### src/rtl/afifo_test_pkg.sv
// afifo_test_pkg: types and constants shared by the async FIFO test harness
// (read-side checker, write-side generator and testbench).
// FSM state encoding, throttle LFSR seed/taps, and counter/sum widths.
package afifo_test_pkg;

  // Accumulator widths, shared with the write side so both ends agree.
  localparam int SUM_W = 64;
  localparam int CNT_W = 32;

  // Read checker FSM state encoding.
  typedef logic [1:0] state_t;
  localparam state_t ST_IDLE = 2'd0;
  localparam state_t ST_READ = 2'd1;
  localparam state_t ST_DONE = 2'd2;

  // 16-bit Fibonacci LFSR, taps 16,14,13,11 (bits 15,13,12,10).
  localparam logic [15:0] LFSR_SEED = 16'hACE1;
  localparam logic [15:0] LFSR_TAPS = 16'hB400;

  // One LFSR step: shift left, feedback is the XOR of the tapped bits.
  function automatic logic [15:0] lfsr16_next(input logic [15:0] s);
    return {s[14:0], ^(s & LFSR_TAPS)};
  endfunction

endpackage

### src/rtl/lfsr16_throttle.sv
// lfsr16_throttle: free-running 16-bit Fibonacci LFSR producing a dequeue
// permission bit with roughly 75% duty cycle. Used only when THROTTLE_EN
// is defined in the read checker build.
module lfsr16_throttle
  import afifo_test_pkg::*;
(
  input  logic CLK,
  input  logic RST,
  output logic allow
);

  logic [15:0] r_lfsr;

  // LFSR advances every cycle; reseeded on reset so runs are repeatable.
  always_ff @(posedge CLK) begin
    if (RST) r_lfsr <= LFSR_SEED;
    else     r_lfsr <= lfsr16_next(r_lfsr);
  end

  // Blocks a dequeue on one of four low-bit patterns (about 25% of cycles).
  assign allow = (r_lfsr[1:0] != 2'b00);

endmodule

### config.mk
export PLATFORM = sky130hd
export DESIGN_NAME = lfsr16_throttle
export DESIGN_NICKNAME = d
export VERILOG_FILES = /design/src/rtl/afifo_test_pkg.sv /design/src/rtl/lfsr16_throttle.sv
export SDC_FILE = /design/constraint.sdc
export NUM_CORES = 1
export LEC_CHECK = 0
export CAP_MARGIN = 20
export CORE_AREA = 4 4 41 43
export CTS_CLUSTER_SIZE = 30
export DETAILED_ROUTE_END_ITERATION = 7
export DIE_AREA = 0 0 45 47
export PLACE_DENSITY = 0.51
export SLEW_MARGIN = 20
export SYNTH_ARGS = -nofsm -noshare
export SYNTH_HDL_FRONTEND = slang
export SYNTH_SLANG_ARGS = --single-unit
### constraint.sdc
create_clock -name CLK -period 0.8 [get_ports CLK]
set_input_delay 0.2 -clock CLK [delete_from_list [all_inputs] [get_ports CLK]]
set_output_delay 0.2 -clock CLK [all_outputs]
set_load 0.1 [all_outputs]
# --- Yosys cells after proc, flatten, opt, wreduce, memory -nomap -nowiden ---
# Cells that the tools add are included.
classes:
  reduce_logical: 2
op_table:
  columns: ["op", "count"]
  rows:
  - ["$reduce_xor A16 Y1", 1]
  - ["$reduce_bool A2 Y1", 1]
word_totals:
  regBits: 16
  output_inout_bits: 1
  wordCells: 3

# --- Depth between registers and ports, before layout ---
# Gate-level depths: netlist (run 1).
depth:
  depth_word: 1
  depth_mapped: 3
  mapped_depth_nobuf: 3

# --- Least setup slack after synthesis (run 1) ---
# OpenSTA, ideal clock, no wires.
synth_timing:
  path_kind: "reg2out"
  start: "register r_lfsr[1]"
  end: "output allow"
  t_arrival_ns: 0.793
  t_required_ns: 0.600
  slack_ns: -0.193
  stages_incl_launch_ff: 2
  n_path_buf: 0
  path_cell_list: "dfxtp_1 -> or2_2"
synth_between:
  elab_chain_cells: 1
synth_lines:
  columns: ["item", "line_no", "source"]
  rows:
  - ["start, declared", "lfsr16_throttle.sv:12", "logic [15:0] r_lfsr;"]
  - ["start signal, assigned", "lfsr16_throttle.sv:17", "else r_lfsr <= lfsr16_next(r_lfsr);"]
  - ["$reduce_bool A2 Y1", "lfsr16_throttle.sv:21", "assign allow = (r_lfsr[1:0] != 2'b00);"]
  - ["end, declared", "lfsr16_throttle.sv:9", "output logic allow"]
# Every way passes these cells.

# --- Final worst setup path (run 1) ---
layout_timing:
  start: "register r_lfsr[0]"
  end: "output allow"
# The elaborated chain is that of the path after synthesis.

==> flow_summary.json, run 1 <==
{
  "dp_slack_ns": -0.374,
  "fin_cells": 60,
  "cp-endpoint": "allow",
  "whs_ns": 0.390,
  "core_sq_mm": 0.00130,
  "multiInputGateArea_sq_um": 143,
  "viasPerCell": 4.05,
  "dpl-instance-area_sq_um": 527,
  "drt-pass1-iter-count": 1,
  "antenna_cells": 0,
  "worstSetupPathType": "register to output port",
  "via_count": 243,
  "n_fill_cell": 131,
  "dp_hpwl_microns": 409,
  "area_growth_pct": 22.0,
  "start_util": 0.362,
  "drt_wl_total_microns": 581,
  "cp_slowest_cell": "dfxtp_1",
  "synth_cells": 37,
  "layout_setup_ws_ns": -0.395,
  "cp.required_ns": 0.60,
  "vdd_drop_max_mv": 1.18,
  "startpoint": "r_lfsr[0]",
  "ys_ff_latch": 16,
  "layout-drive-gt1-share": 0.311,
  "cp_top_family": "flip-flops",
  "ys_top_cells_by_area": "dfxtp_1, and2b_1, or2_1",
  "portBuffers": 2,
  "cts_buffers": 3,
  "power_density_mw_per_mm2": 2710,
  "crit_chain": "or2_4 -> buf_12",
  "cap_viol_max_count": 0,
  "status": "complete, but fails checks",
  "ctsRootBufferMaster": "clkbuf_4",
  "crit_cells": 2,
  "top_register": "r_lfsr",
  "antenna_found_initial": 0,
  "grt_use_total": 0.0669,
  "clk_latency_ns": 0.27,
  "cts.clk_slew.worst_paths_ns": 0.09,
  "die_w_microns": 45,
  "grt_pass1_wl_microns": 993,
  "max_freq_ghz": 0.837,
  "rsz0062_at_grt": "yes",
  "period_needed_ns": 1.20,
  "power.leakage_nw": 0.251,
  "num_io_pins": 3,
  "die-area_sq_mm": 0.00212,
  "drtIter0Drc": 0,
  "regToRegSetupSlack_ns": -0.03,
  "grt_pass1_vias": 247,
  "synth_nets": 39,
  "place.gp.congestion": 0.624,
  "synth_top_area_frac": 0.679,
  "slew_viol_final": 0,
  "seq_area_frac_synth": 0.679,
  "cts.sinks": 16,
  "r2r-end": "r_lfsr[0]",
  "seqCellArea_sq_um": 325,
  "wl_per_cell_microns": 9.68,
  "synth.avg_cell_area_sq_um": 12.7,
  "fin_crit_sh": 1.49,
  "fin_area_sq_um": 576,
  "h-tree-depth": 1,
  "failed_checks": "setup timing",
  "crit_buf_inv": 1,
  "cts_tree": "built",
  "drc": 0,
  "yosys_warnings": 0,
  "fin_worst_skew_ns": 0.00761,
  "timing.final.hold_violations": 0,
  "max_slew.worst_pin.slew_ns": 0.164,
  "min_path_type": "input pin to register",
  "max_stage_delay_ns": 0.31,
  "setup_viol": 2,
  "power.total_mw": 1.56,
  "clockBufferDepth": 2,
  "top_regs": "r_lfsr: 16 flops",
  "overflow": 0,
  "rr_startpoint": "r_lfsr[13]",
  "layout.nets": 48,
  "arrival_ns": 1.00,
  "cp_max_fo": 2,
  "crit_path_end_kind": "output port",
  "rows": 13,
  "largest_register_ffs": 16,
  "synth_cell_type_count": 9,
  "die_h_microns": 47,
  "dp.cells": 55,
  "grt_start_max_net_pins": 10,
  "cts_hold_buf": 0,
  "cp-start-kind": "register",
  "slew_headroom": 0.890,
  "yosysTopAreaCell": "dfxtp_1",
  "postCtsSetupBuffers": 0,
  "r2r_cells": 3,
  "postRouteAntennaNets": 0,
  "syn_area_sq_um": 472
}
## power by group
group          internal (mW)  leakage [nW]  switching (mW)
logic                 0.0905        0.0962          0.0892
registers              0.857         0.133          0.0197
clock network          0.276        0.0210           0.226
## synth_stat cells
cell,n
and2b_1,6
buf_6,1
dfxtp_1,16
nand2b_1,1
nor2b_1,2
or2_1,6
or2_2,2
xnor2_1,1
xor2_1,2
## worst register-to-register path: cells and delay by family, from the launching register on
| kind | cells | cell delay (ns) |
|---|---|---|
| XOR/XNOR | 2 | 0.31 |
| AND/OR/NAND/NOR | 1 | 0.07 |
| flip-flops | 1 | 0.34 |
## worst min path at each step
| stage | start | slack, ns | cells past startpoint | endpoint |
|---|---|---|---|---|
| floorplan | RST | 0.38 | 2 | r_lfsr[12] |
| finish | RST | 0.39 | 3 | r_lfsr[10] |
| detailed placement | r_lfsr[14] | 0.39 | 1 | r_lfsr[15] |
| CTS | RST | 0.40 | 3 | r_lfsr[10] |
| global route | RST | 0.41 | 3 | r_lfsr[10] |
| global placement | r_lfsr[9] | 0.39 | 1 | r_lfsr[10] |
## final cells by class
class                      instances  share of cell area
multi-input combinational         20               0.248
tap                               15              0.0326
timing repair buffer               5              0.0913
sequential                        16               0.565
clock buffer                       4              0.0630
## placed cells by master, fill, tap and decap left out, types with 2 or more instances in the layout
cell	Yosys	routed
and2b_1	6	6
xor2_1	2	2
clkbuf_4	0	3
dfxtp_2	0	4
nor2b_1	2	2
or2_1	6	6
dfxtp_1	16	12
## per-layer routing
| metal | GRT usage | share of wire |
|---|---|---|
| met1 | 0.0860 | 0.50 |
| met2 | 0.0904 | 0.46 |
| met3 | 0.0230 | 0.033 |
| met4 | 0.0526 | 0.0086 |
| met5 | 0 | 0 |
## stage by stage
stage               utilization  setup TNS (ns)
CTS                       0.442          -0.447
finish                    0.442          -0.423
detailed placement        0.405           -4.94
floorplan                     -         -0.0486
global route              0.442          -0.522
global placement          0.405           -4.71
## cell families (layout without fill, tap and decap cells)
family / after synthesis / after routing / synth area share
DFF: 16 / 16 / 0.679
and+or+nand+nor: 17 / 17 / 0.241
xor gates and xnor gates: 3 / 3 / 0.0557
buffers and inverters: 1 / 9 / 0.0239
## what timing repair did
action / 4_1_cts / 5_1_grt
gates resized for setup: 6 / 0
pin swaps: 4 / 1
gates cloned: 1 / 0
setup endpoints to repair: 14 / 2
Power figures use the tool's default switching activity.
==> run 2, diff against run 1 <==
Settings changed: CORE_AREA 4 4 41 43 to 5 5 42 44, DIE_AREA 0 0 45 47 to 0 0 47 49.
==> run 2 against run 1 <==
- non-clock buffer count stayed put
- highest routed layer is now met3
- hold slack better by 0.012 ns
- register-to-register slack about the same
- global-route usage barely moved
- clock power grew 4.0%
- sequential share of layout area shrank 0.12 points
- final cell count increased by 1.7%
- sequential power hardly changed
- clock skew shrank 0.0045 ns
- the flow still finishes with violations (setup timing)
- critical path depth unchanged
- combinational power barely moved
==> flow_summary.json, run 2 (synthesized netlist as in run 1, its figures left out) <==
{
  "power_density_mw_per_mm2": 2740,
  "drt-pass1-iter-count": 4,
  "max_slew.worst_pin.slew_ns": 0.165,
  "cp_max_fo": 2,
  "ctsRootBufferMaster": "clkbuf_4",
  "cp.required_ns": 0.60,
  "cts.sinks": 16,
  "max_freq_ghz": 0.823,
  "rr_startpoint": "r_lfsr[10]",
  "min_path_type": "input pin to register",
  "cts_tree": "built",
  "multiInputGateArea_sq_um": 143,
  "slew_viol_final": 0,
  "layout.nets": 48,
  "cap_viol_max_count": 0,
  "wl_per_cell_microns": 10.5,
  "crit_chain": "or2_4 -> buf_12",
  "area_growth_pct": 22.3,
  "core_sq_mm": 0.00140,
  "cp-start-kind": "register",
  "dp_slack_ns": -0.368,
  "top_regs": "r_lfsr: 16 flops",
  "overflow": 0,
  "top_register": "r_lfsr",
  "rsz0062_at_grt": "yes",
  "fin_crit_sh": 1.52,
  "whs_ns": 0.401,
  "hold_depth": 3,
  "clk_latency_ns": 0.28,
  "slew_headroom": 0.890,
  "dp_hpwl_microns": 380,
  "period_needed_ns": 1.21,
  "r2r_cells": 3,
  "cts_hold_buf": 0,
  "final_common_cell": "dfxtp_1",
  "place.gp.congestion": 0.657,
  "grt_pass1_wl_microns": 1100,
  "postCtsSetupBuffers": 0,
  "drc": 0,
  "grt_start_max_net_pins": 10,
  "via_count": 256,
  "cts.clk_slew.worst_paths_ns": 0.09,
  "viasPerCell": 4.20,
  "layout_setup_ws_ns": -0.414,
  "hp-start": "RST",
  "arrival_ns": 1.01,
  "antenna_found_initial": 0,
  "die_w_microns": 47,
  "worstSetupPathType": "register to output port",
  "grt_use_total": 0.0674,
  "power.leakage_nw": 0.250,
  "rows": 14,
  "layout-drive-gt1-share": 0.311,
  "status": "complete, but fails checks",
  "vdd_drop_max_mv": 1.03,
  "timing.final.hold_violations": 0,
  "crit_path_end_kind": "output port",
  "clockBufferDepth": 2,
  "failed_checks": "setup timing",
  "die-area_sq_mm": 0.00230,
  "setup_viol": 2,
  "grt_pass1_vias": 261,
  "n_fill_cell": 141,
  "largest_register_ffs": 16,
  "h-tree-depth": 1,
  "start_util": 0.337,
  "regToRegSetupSlack_ns": -0.03,
  "cp_slowest_cell": "dfxtp_1",
  "portBuffers": 2,
  "postRouteAntennaNets": 0,
  "cts_buffers": 3,
  "drtIter0Drc": 5,
  "final_cell_mix": "dfxtp_1, or2_1, and2b_1, dfxtp_2, clkbuf_4",
  "die_h_microns": 49,
  "num_io_pins": 3,
  "drt_wl_total_microns": 638,
  "antenna_cells": 0,
  "whs_endpoint": "r_lfsr[11]",
  "r2r-end": "r_lfsr[0]",
  "fin_worst_skew_ns": 0.00306,
  "max_stage_delay_ns": 0.32,
  "seqCellArea_sq_um": 325
}
-- run 2: how the worst max path moves through the flow --
stage | startpoint | endpoint | slack [ns] | depth (start not counted)
floorplan | r_lfsr[1] | allow | -0.05 | 1
global placement | RST | r_lfsr[13] | -0.35 | 3
detailed placement | RST | r_lfsr[13] | -0.37 | 3
CTS | r_lfsr[0] | allow | -0.43 | 2
global route | r_lfsr[0] | allow | -0.44 | 2
finish | r_lfsr[0] | allow | -0.41 | 2
-- run 2: cell type report --
type,count,share of cell area
flip-flops and latches,16,0.564
multi-input cells,20,0.247
repair buffers,5,0.0911
clock buffers,4,0.0629
well taps,16,0.0347
-- run 2: worst max-delay path, delay by kind of cell (launching register included) --
| family | cells | cell delay, ns |
|---|---|---|
| DFF | 1 | 0.32 |
| buffers and inverters | 1 | 0.16 |
| and+or+nand+nor | 1 | 0.25 |
-- run 2: power by group --
part / switching, mW / internal, mW / total [mW]
Combinational: 0.0887 / 0.0903 / 0.179
Clock: 0.245 / 0.277 / 0.522
Sequential: 0.0221 / 0.857 / 0.879
-- run 2: layer usage --
metal | global-route usage | wire (microns) | vias to the layer above
met3 | 0.0221 | 26 | 0
met1 | 0.0876 | 302 | 126
met2 | 0.0860 | 310 | 4
li1 | - | - | 126
met4 | 0.0553 | 0 | 0
met5 | 0 | 0 | -
-- run 2: what timing repair did --
action / 4_1_cts / 5_1_grt
gates cloned: 1 / 0
hold endpoints to repair: 0 / 0
gates resized for setup: 6 / 0
endpoints found under the setup margin: 13 / 2
pin swaps: 3 / 1
-- run 2: through the flow --
step | cells | power [mW] | utilization | setup TNS, ns | cell area [sq um]
floorplan | 37 | 1.01 | - | -0.0486 | 474
global placement | 56 | 1.07 | 0.377 | -4.72 | 528
detailed placement | 56 | 1.07 | 0.377 | -5.01 | 528
CTS | 61 | 1.60 | 0.412 | -0.487 | 577
global route | 61 | 1.63 | 0.412 | -0.527 | 577
finish | 61 | 1.58 | 0.412 | -0.443 | 577
==> run 3, diff against run 2 <==
Settings changed: CTS_CLUSTER_SIZE 30 to 20.
==> results of run 3 <==
Final layout, timing and power as in run 2 (identical DEF).
